--- config.mk ---
export PLATFORM = sky130hd
export DESIGN_NAME = fetch_pc_unit_flat
export DESIGN_NICKNAME = d
export VERILOG_FILES = /design/src/rtl/fetch_pc_unit_if.sv /design/src/rtl/fetch_pc_unit.sv /design/src/flat_wrapper.sv
export SDC_FILE = /design/constraint.sdc
export NUM_CORES = 1
export LEC_CHECK = 0
export BUFFER_PORTS_ARGS = -buffer_cell sky130_fd_sc_hd__buf_2
export CAP_MARGIN = 20
export CORE_AREA = 4 4 206 208
export DETAILED_ROUTE_END_ITERATION = 8
export DIE_AREA = 0 0 210 212
export GPL_ROUTABILITY_DRIVEN = 0
export HOLD_SLACK_MARGIN = 0.08
export PLACE_DENSITY = 0.66
export SYNTH_ARGS = -nofsm -noshare
export SYNTH_HDL_FRONTEND = slang
export SYNTH_SLANG_ARGS = --single-unit
--- constraint.sdc ---
create_clock -name clk -period 3 [get_ports clk]
set_input_delay 0.45 -clock clk [delete_from_list [all_inputs] [get_ports clk]]
set_output_delay 0.45 -clock clk [all_outputs]
set_load 0.02 [all_outputs]
--- src/rtl/fetch_pc_unit_if.sv ---
// Fetch front-end bus bundle: redirect sources, instruction SRAM
// address/data handshake, and the decode-side valid/ready output.
interface fetch_pc_unit_if #(
  parameter int unsigned ADDR_W = 32
);
  logic              br_valid;
  logic [1:0]        br_mode;
  logic [ADDR_W-1:0] br_base;
  logic [ADDR_W-1:0] br_offset;
  logic              exc_valid;
  logic              inst_req;
  logic [ADDR_W-1:0] inst_addr;
  logic              inst_addr_ok;
  logic              inst_data_ok;
  logic [31:0]       inst_rdata;
  logic              out_valid;
  logic              out_ready;
  logic [ADDR_W-1:0] out_pc;
  logic [31:0]       out_inst;

  // Driver side: PC sources, SRAM responder, decode stage.
  modport master (
    output br_valid, br_mode, br_base, br_offset, exc_valid,
    output inst_addr_ok, inst_data_ok, inst_rdata, out_ready,
    input  inst_req, inst_addr, out_valid, out_pc, out_inst
  );

  // Fetch unit side.
  modport slave (
    input  br_valid, br_mode, br_base, br_offset, exc_valid,
    input  inst_addr_ok, inst_data_ok, inst_rdata, out_ready,
    output inst_req, inst_addr, out_valid, out_pc, out_inst
  );
endinterface

--- src/rtl/fetch_pc_unit.sv ---
// Instruction-fetch front end: sequential PC generation with branch and
// exception redirect, pipelined SRAM requests, and an in-order
// {pc, inst} buffer feeding decode. Responses to requests issued before
// a redirect are counted in cancel_cnt and discarded on arrival.
module fetch_pc_unit #(
  parameter int unsigned ADDR_W     = 32,
  parameter logic [31:0] RESET_PC   = 32'hbfc00000,
  parameter logic [31:0] EXC_PC     = 32'hbfc00380,
  parameter int unsigned IBUF_DEPTH = 4
) (
  input logic            clk,
  input logic            rst,
  fetch_pc_unit_if.slave bus
);
  localparam int unsigned PW = $clog2(IBUF_DEPTH);
  localparam int unsigned CW = $clog2(IBUF_DEPTH + 1);
  localparam logic [ADDR_W-1:0] RESET_PC_T = RESET_PC[ADDR_W-1:0];
  localparam logic [ADDR_W-1:0] EXC_PC_T   = EXC_PC[ADDR_W-1:0];
  localparam logic [CW+1:0]     DEPTH_C    = (CW+2)'(IBUF_DEPTH);

  logic [ADDR_W-1:0] fetch_pc_q, fetch_pc_d;
  logic [CW-1:0]     inflight_q, inflight_d;
  logic [CW-1:0]     cancel_q,   cancel_d;
  logic [CW-1:0]     count_q,    count_d;
  logic [PW-1:0]     pcq_wr_q,   pcq_wr_d;
  logic [PW-1:0]     pcq_rd_q,   pcq_rd_d;
  logic [PW-1:0]     head_q,     head_d;
  logic [PW-1:0]     tail_q,     tail_d;

  logic [ADDR_W-1:0] pcq_q      [IBUF_DEPTH];
  logic [ADDR_W-1:0] buf_pc_q   [IBUF_DEPTH];
  logic [31:0]       buf_inst_q [IBUF_DEPTH];

  logic              redir;
  logic [ADDR_W-1:0] target;
  logic [CW+1:0]     credit_sum;
  logic              req;
  logic              accept;
  logic              resp_live;
  logic              cancel_hit;
  logic              pop;

  assign bus.inst_req  = req;
  assign bus.inst_addr = fetch_pc_q;
  assign bus.out_valid = (count_q != '0);
  assign bus.out_pc    = buf_pc_q[head_q];
  assign bus.out_inst  = buf_inst_q[head_q];

  // Redirect decode, credit check and handshake qualifiers.
  always_comb begin
    redir = bus.exc_valid | (bus.br_valid & (bus.br_mode != 2'b00));
    if (bus.exc_valid)
      target = EXC_PC_T;
    else if (bus.br_mode == 2'b01)
      target = bus.br_base + bus.br_offset;
    else
      target = bus.br_offset;
    target[1:0] = 2'b00;

    // Buffered + live + to-be-dropped responses never exceed the buffer.
    credit_sum = {2'b00, count_q} + {2'b00, inflight_q} + {2'b00, cancel_q};
    req        = ~rst & ~redir & (credit_sum < DEPTH_C);
    accept     = req & bus.inst_addr_ok;
    cancel_hit = bus.inst_data_ok & (cancel_q != '0);
    resp_live  = bus.inst_data_ok & (cancel_q == '0) & ~redir;
    pop        = bus.out_valid & bus.out_ready;
  end

  // Next-state for PC, in-flight bookkeeping and buffer pointers.
  always_comb begin
    fetch_pc_d = fetch_pc_q;
    inflight_d = inflight_q;
    cancel_d   = cancel_q;
    count_d    = count_q;
    pcq_wr_d   = pcq_wr_q;
    pcq_rd_d   = pcq_rd_q;
    head_d     = head_q;
    tail_d     = tail_q;
    if (redir) begin
      // Every outstanding request becomes stale; a response arriving in
      // this same cycle retires one of them immediately.
      fetch_pc_d = target;
      cancel_d   = cancel_q + inflight_q - CW'(bus.inst_data_ok);
      inflight_d = '0;
      pcq_wr_d   = '0;
      pcq_rd_d   = '0;
      count_d    = '0;
      head_d     = '0;
      tail_d     = '0;
    end else begin
      if (accept) begin
        fetch_pc_d = fetch_pc_q + ADDR_W'(4);
        pcq_wr_d   = pcq_wr_q + PW'(1);
      end
      if (resp_live) begin
        pcq_rd_d = pcq_rd_q + PW'(1);
        tail_d   = tail_q + PW'(1);
      end
      if (pop)
        head_d = head_q + PW'(1);
      inflight_d = inflight_q + CW'(accept) - CW'(resp_live);
      cancel_d   = cancel_q - CW'(cancel_hit);
      count_d    = count_q + CW'(resp_live) - CW'(pop);
    end
  end

  // Control state registers with synchronous reset.
  always_ff @(posedge clk) begin
    if (rst) begin
      fetch_pc_q <= RESET_PC_T;
      inflight_q <= '0;
      cancel_q   <= '0;
      count_q    <= '0;
      pcq_wr_q   <= '0;
      pcq_rd_q   <= '0;
      head_q     <= '0;
      tail_q     <= '0;
    end else begin
      fetch_pc_q <= fetch_pc_d;
      inflight_q <= inflight_d;
      cancel_q   <= cancel_d;
      count_q    <= count_d;
      pcq_wr_q   <= pcq_wr_d;
      pcq_rd_q   <= pcq_rd_d;
      head_q     <= head_d;
      tail_q     <= tail_d;
    end
  end

  // In-flight PC queue and instruction buffer storage (no reset needed).
  always_ff @(posedge clk) begin
    if (accept)
      pcq_q[pcq_wr_q] <= fetch_pc_q;
    if (resp_live) begin
      buf_pc_q[tail_q]   <= pcq_q[pcq_rd_q];
      buf_inst_q[tail_q] <= bus.inst_rdata;
    end
  end
endmodule

--- src/flat_wrapper.sv ---
// flat-port wrapper written by rule: the top's interface ports become plain ports
module fetch_pc_unit_flat 
#(
  parameter int unsigned ADDR_W     = 32,
  parameter logic [31:0] RESET_PC   = 32'hbfc00000,
  parameter logic [31:0] EXC_PC     = 32'hbfc00380,
  parameter int unsigned IBUF_DEPTH = 4
)
  (clk, rst, bus_br_valid, bus_br_mode, bus_br_base, bus_br_offset, bus_exc_valid, bus_inst_addr_ok, bus_inst_data_ok, bus_inst_rdata, bus_out_ready, bus_inst_req, bus_inst_addr, bus_out_valid, bus_out_pc, bus_out_inst);
  fetch_pc_unit_if #(.ADDR_W(ADDR_W)) bus_i ();
  input logic clk;
  input logic rst;
  input wire logic [$bits(bus_i.br_valid)-1:0] bus_br_valid;
  input wire logic [$bits(bus_i.br_mode)-1:0] bus_br_mode;
  input wire logic [$bits(bus_i.br_base)-1:0] bus_br_base;
  input wire logic [$bits(bus_i.br_offset)-1:0] bus_br_offset;
  input wire logic [$bits(bus_i.exc_valid)-1:0] bus_exc_valid;
  input wire logic [$bits(bus_i.inst_addr_ok)-1:0] bus_inst_addr_ok;
  input wire logic [$bits(bus_i.inst_data_ok)-1:0] bus_inst_data_ok;
  input wire logic [$bits(bus_i.inst_rdata)-1:0] bus_inst_rdata;
  input wire logic [$bits(bus_i.out_ready)-1:0] bus_out_ready;
  output wire logic [$bits(bus_i.inst_req)-1:0] bus_inst_req;
  output wire logic [$bits(bus_i.inst_addr)-1:0] bus_inst_addr;
  output wire logic [$bits(bus_i.out_valid)-1:0] bus_out_valid;
  output wire logic [$bits(bus_i.out_pc)-1:0] bus_out_pc;
  output wire logic [$bits(bus_i.out_inst)-1:0] bus_out_inst;
  assign bus_i.br_valid = bus_br_valid;
  assign bus_i.br_mode = bus_br_mode;
  assign bus_i.br_base = bus_br_base;
  assign bus_i.br_offset = bus_br_offset;
  assign bus_i.exc_valid = bus_exc_valid;
  assign bus_i.inst_addr_ok = bus_inst_addr_ok;
  assign bus_i.inst_data_ok = bus_inst_data_ok;
  assign bus_i.inst_rdata = bus_inst_rdata;
  assign bus_i.out_ready = bus_out_ready;
  assign bus_inst_req = bus_i.inst_req;
  assign bus_inst_addr = bus_i.inst_addr;
  assign bus_out_valid = bus_i.out_valid;
  assign bus_out_pc = bus_i.out_pc;
  assign bus_out_inst = bus_i.out_inst;
  fetch_pc_unit #(.ADDR_W(ADDR_W), .RESET_PC(RESET_PC), .EXC_PC(EXC_PC), .IBUF_DEPTH(IBUF_DEPTH)) u_core (.clk(clk), .rst(rst), .bus(bus_i));
endmodule
; ---- Yosys cells after proc, flatten, opt, wreduce, memory -nomap -nowiden
; Memory sizes are Yosys's and may differ from the RTL's. A register that Yosys moved wholly into a read port is not among the register bits.
; Cells that the tools add are included.
[totals]
reg_bits = 49
ramBits = 384
out_inout_bits = 98
word_cells = 61
mem_count = 3
[op_classes]
n_addsub = 15
order_cmp = 1
eq_ne = 1
mux = 15
n_bitwise = 11
n_reduce_logical = 6
[mem_list]
columns = name, words, width, read_ports, rd_ports_with_merged_regs, write_ports, line
row1 = u_core.buf_inst_q, 4, 32, 1, 1, 1, fetch_pc_unit.sv:32  ; logic [31:0] buf_inst_q [IBUF_DEPTH];
row2 = u_core.buf_pc_q, 4, 32, 1, 1, 1, fetch_pc_unit.sv:31  ; logic [ADDR_W-1:0] buf_pc_q [IBUF_DEPTH];
row3 = u_core.pcq_q, 4, 32, 1, 1, 1, fetch_pc_unit.sv:30  ; logic [ADDR_W-1:0] pcq_q [IBUF_DEPTH];
[ops]
columns = operator, count
row1 = $mux 32, 4
row2 = $add 32x3->32 const B, 1
row3 = $add 32x32->32, 1
row4 = $mux 2, 6
row5 = $sub 3x1->3, 4
row6 = $add 2x1->2 const B, 4
row7 = $and 1x1->1, 8
row8 = $add 3x1->3, 2
row9 = $reduce_bool 3->1, 2
row10 = $add 5x3->5, 1
row11 = $lt 5x3->1 const B, 1
row12 = $add 3x3->4, 1
row13 = $mux 1, 4
row14 = $reduce_bool 2->1, 2
row15 = $add 3x3->3, 1
row16 = $logic_not 3->1, 1
row17 = $mux 3, 1
row18 = $eq 2x1->1 const B, 1
row19 = $not 1->1, 2
row20 = $reduce_or 2->1, 1
row21 = $or 1x1->1, 1

; ---- Longest topological paths before layout
[depth]
depth_word = 9
ltp_mapped = 16
ltp_nobuf = 15

; ---- Worst setup path before layout
; No wires, ideal clock.
[synth_timing]
path_type = register -> register
startpoint = register u_core.count_q[0]
endpoint = register u_core.inflight_q[2]
setup_ps = 115
t_arrival_ps = 3398
required_ps = 2885
setup_slack_ps = -513
stages_incl_launch_ff = 17
n_path_buf = 1
period_less_slack_ps = 3513
cell_sequence = dfxtp_1 > ha_1 > fa_1 > xor2_1 > ha_1 > nor4_1 > nand2_1 > a211oi_4 > nand2_2 > clkinv_2 > buf_2 > ha_1 > inv_1 > fa_1 > xor2_1 > xnor2_1 > nor2_1
[synth_between]
elab_chain_cells = 7
[synth_lines]
columns = element, line
row1 = "start, declared", fetch_pc_unit.sv:24  ; logic [CW-1:0] count_q, count_d;
row2 = "start signal, assigned", fetch_pc_unit.sv:122  ; count_q <= count_d;
row3 = $add 3x3->4, fetch_pc_unit.sv:61  ; credit_sum = {2'b00, count_q} + {2'b00, inflight_q} + {2'b00, cancel_q};
row4 = $add 5x3->5, fetch_pc_unit.sv:61
row5 = $lt 5x3->1, fetch_pc_unit.sv:62  ; req = ~rst & ~redir & (credit_sum < DEPTH_C);
row6 = $and 1x1->1, fetch_pc_unit.sv:62
row7 = named net bus_inst_req, flat_wrapper.sv:22  ; output wire logic [$bits(bus_i.inst_req)-1:0] bus_inst_req;
row8 = $and 1x1->1, fetch_pc_unit.sv:63  ; accept = req & bus.inst_addr_ok;
row9 = named net u_core.accept, fetch_pc_unit.sv:38  ; logic accept;
row10 = $add 3x1->3, fetch_pc_unit.sv:101  ; inflight_d = inflight_q + CW'(accept) - CW'(resp_live);
row11 = $sub 3x1->3, fetch_pc_unit.sv:101
row12 = "end signal, assigned", fetch_pc_unit.sv:120  ; inflight_q <= inflight_d;
row13 = "end, declared", fetch_pc_unit.sv:22  ; logic [CW-1:0] inflight_q, inflight_d;
; The timed path passes the listed nets, and every way through them passes these cells.
; A chain may end at the register's enable or synchronous reset.

; ---- Final worst setup path
[layout_timing]
startpoint = register u_core.inflight_q[0]
endpoint = output port bus_inst_req
[layout_between]
elab_chain_cells = 4
[layout_lines]
columns = element, line
row1 = $add 3x3->4, fetch_pc_unit.sv:61
row2 = $add 5x3->5, fetch_pc_unit.sv:61
row3 = $lt 5x3->1, fetch_pc_unit.sv:62
row4 = $and 1x1->1, fetch_pc_unit.sv:62
row5 = "end, declared", flat_wrapper.sv:22
; No other way between the ends.

==> flow_metrics.py <==
metrics = {
    "outcome": {
        "outcome": "finished, violations left",
        "violations": "negative setup slack",
    },
    "synthesis": {
        "synth_top_area_frac": 0.612,
        "synth_flop_cell": "edfxtp_1",
        "syn_inst": 1105,
        "async_reset_ff_frac": 0,
        "synth_enable_flop_cells": 368,
        "synth_seq_area_share": 0.669,
        "yosys_warnings": 0,
        "ys_types": 78,
        "synth_area_per_cell_um2": 16.3,
        "syn-cell-area_um2": 18000,
        "ys_seq_elements": 419,
        "synth_top_area_cell": "edfxtp_1",
        "netlist_top_cells_area": "edfxtp_1 (61%), mux4_2 (11%), dfxtp_1 (5.7%), ha_1 (3.7%), nor2_1 (1.3%)",
    },
    "sta": {
        "finalClockSkew_ps": 10.9,
        "rsz0062_at_grt": "true",
        "fin_ws_ps": -4.28,
        "worstMarginPinSlew_ps": 581,
        "finalHoldViolations": 0,
        "timing.final.crit_share": 1.00,
        "min_period_ps": 3000,
        "setup_viol_count_final": 1,
        "fmaxAchievable_ghz": 0.333,
        "maxSlewViolCount": 0,
        "slew_headroom": 0.610,
    },
    "setup_path": {
        "critPathArrivalTime_ps": 2550,
        "worstSetupEndpointType": "output port",
        "required_ps": 2550,
        "worst-path-max-fanout": 5,
        "cp-start-kind": "register",
        "crit_type": "register to output port",
    },
    "place": {
        "hpwl_um": 26700,
        "io_buffers": 198,
        "dpl-instance-area_um2": 20100,
    },
    "die": {
        "die_w_um": 210,
        "die_h_um": 212,
        "start_util": 0.445,
        "num_io_pins": 203,
        "num_rows": 74,
        "dieArea_um2": 44500,
        "placeableCoreArea_um2": 40600,
    },
    "final_layout": {
        "final_util": 0.532,
        "num_antenna_cells": 0,
        "fillers": 3335,
        "layout-drive-gt1-share": 0.325,
        "multi_input_area_um2": 5770,
        "seq_area_um2": 12100,
        "final_area_um2": 21600,
        "final_nets": 1509,
        "area_growth_pct": 19.5,
    },
    "detailed_routing": {
        "vias": 10500,
        "wl_per_cell_um": 20.4,
        "first_iter_violations": 886,
        "routed_wl_um": 39000,
        "via_per_inst": 5.48,
        "drt_first_pass_iters": 5,
        "drc_errors": 0,
        "antenna_left": 0,
    },
    "global_routing": {
        "grt_pass1_vias": 10700,
        "grt_pass1_wl_um": 60900,
        "overflow": 0,
        "grt_max_degree": 63,
        "grtUsageTotal": 0.175,
        "antenna_found_initial": 1,
    },
    "clock_tree": {
        "clk_pin_slew_ps": 60,
        "cts.path.max_buffers": 3,
        "cts.sinks": 419,
        "cts_root_buf": "clkbuf_16",
        "htreeDepth": 2,
        "worstSkewPairLatency_ps": 530,
        "cts_inserted_buffers": 42,
        "cts_tree": "built",
    },
    "run": {
        "cap_violations": 0,
    },
    "power": {
        "p_leak_nw": 7.61,
        "peakVddDrop_mv": 0.358,
        "powerDensity_nw_per_um2": 594,
    },
    "worst_hold_path": {
        "holdCritPathClass": "input port to register",
    },
}
cells in the mapped netlist, drive strengths merged (10+ instances only):
| cell | n |
|---|---|
| mux4 | 92 |
| buf | 21 |
| a211oi | 12 |
| nand3 | 28 |
| xor2 | 23 |
| nand4 | 10 |
| and3 | 18 |
| clkbuf | 27 |
| inv | 21 |
| dfxtp | 51 |
| o21ai | 33 |
| xnor2 | 23 |
| ha | 53 |
| nand2 | 63 |
| edfxtp | 368 |
| and2 | 12 |
| nor2 | 64 |
| a21o | 19 |
| a21oi | 48 |
| nor3 | 20 |
metal layers:
| metal | wire, um | GRT usage |
|---|---|---|
| met1 | 16700 | 0.233 |
| met2 | 19000 | 0.297 |
| met3 | 2700 | 0.0394 |
| met4 | 669 | 0.0394 |
| met5 | 12 | 0 |
cell families after synthesis:
kind of cell               after synthesis  synth area share
AOI/OAI and AO/OA                      172            0.0667
xor gates and xnor gates                46            0.0223
adders and majority gates               57            0.0412
buffers and inverters                   70            0.0163
DFF                                    419             0.669
muxes                                   93             0.115
other                                    1          0.000208
and+or+nand+nor                        247            0.0689
per-stage QoR:
step / std cells / hold slack [ps] / worst slack [ps] / setup TNS [ps] / power (mW)
final: 1913 / 135 / -4.28 / -4.28 / 12.8
after global routing: 1913 / 113 / -135 / -219 / 13.3
after CTS: 1912 / 101 / -77.7 / -77.7 / 12.9
after detailed placement: 1834 / 524 / 66.0 / 0 / 7.66
after global placement: 1834 / 501 / 76.4 / 0 / 7.64
after floorplan: 1108 / 485 / -174 / -230 / 7.27
power by group:
part           leakage [nW]  internal, mW  switching [mW]
combinational          3.13         0.436           0.622
clock                 0.699          3.17            2.09
sequential             3.78          6.42          0.0696
total                  7.61          10.0            2.78
layout make-up:
| cell class | count | area share |
|---|---|---|
| Timing Repair Buffer | 243 | 0.0717 |
| Clock buffer | 52 | 0.0534 |
| Multi-Input combinational cell | 619 | 0.267 |
| Clock inverter | 26 | 0.0123 |
| Inverter | 22 | 0.00406 |
| Tap cell | 532 | 0.0309 |
| Sequential cell | 419 | 0.560 |
state kept, by name, indices dropped and copies added, names as in the netlist, named ones only:
name / cells
u_core.pcq_wr_q: 2
u_core.count_q: 3
u_core.pcq_q: 120
u_core.buf_pc_q: 120
u_core.tail_q: 2
u_core.cancel_q: 3
u_core.head_q: 2
u_core.pcq_rd_q: 2
u_core.inflight_q: 3
u_core.bus.inst_addr: 30
u_core.buf_inst_q: 128
timing repair:
item                       in CTS  in global routing
setup endpoints to repair       1                  7
resized for setup               3                  8
pin swaps                       1                  6
hold buffers                    0                  0
cloned                          0                  0
setup buffers                   0                  1
worst max-delay path, cell delays in order (launching register included):
cell and delay [ps]:
dfxtp_2 330, ha_4 160, fa_2 350, xor2_1 150, ha_1 310, nor4_2 130
nand2_1 120, a211oi_4 210, buf_6 150, buf_6 110
path summary, 6_finish.rpt:
path                                        start                           endpoint  slack (ps)  cells after the start
setup / recovery  u_core.inflight_q[0]$_SDFF_PP0_                       bus_inst_req          -4                      9
hold reg to reg   u_core.pcq_rd_q[0]$_SDFFE_PP0P_                           register         540                      2
setup reg to reg  u_core.inflight_q[0]$_SDFF_PP0_    u_core.inflight_q[2]$_SDFF_PP0_          70                     15
hold / removal                  bus_inst_rdata[8]  u_core.buf_inst_q[3][8]$_DFFE_PP_         140                      1
cells in the final DEF, fill, tap and decap left out, types with 4 or more instances in the layout:
master,instances
edfxtp_1,368
buf_2,197
mux4_2,92
nor2_1,62
nand2_1,61
ha_1,51
a21oi_1,46
dfxtp_1,46
clkbuf_16,45
nand3_1,26
o21ai_0,26
buf_4,26
xnor2_1,23
xor2_1,22
inv_1,20
a21o_1,18
nor3_1,17
buf_12,16
and3_1,13
nand4_1,10
clkinv_2,10
a31oi_1,9
a211oi_1,9
and2_1,8
nor2b_1,8
clkbuf_1,7
nand2b_1,6
clkinv_1,6
or3_1,5
a32oi_1,5
o211ai_1,5
bufinv_16,5
clkinv_4,4
and2_2,4
and3_2,4
and4_1,4
o21ai_1,4
dfxtp_2,4
conb_1,4
buf_6,4
Power figures use the tool's default switching activity.
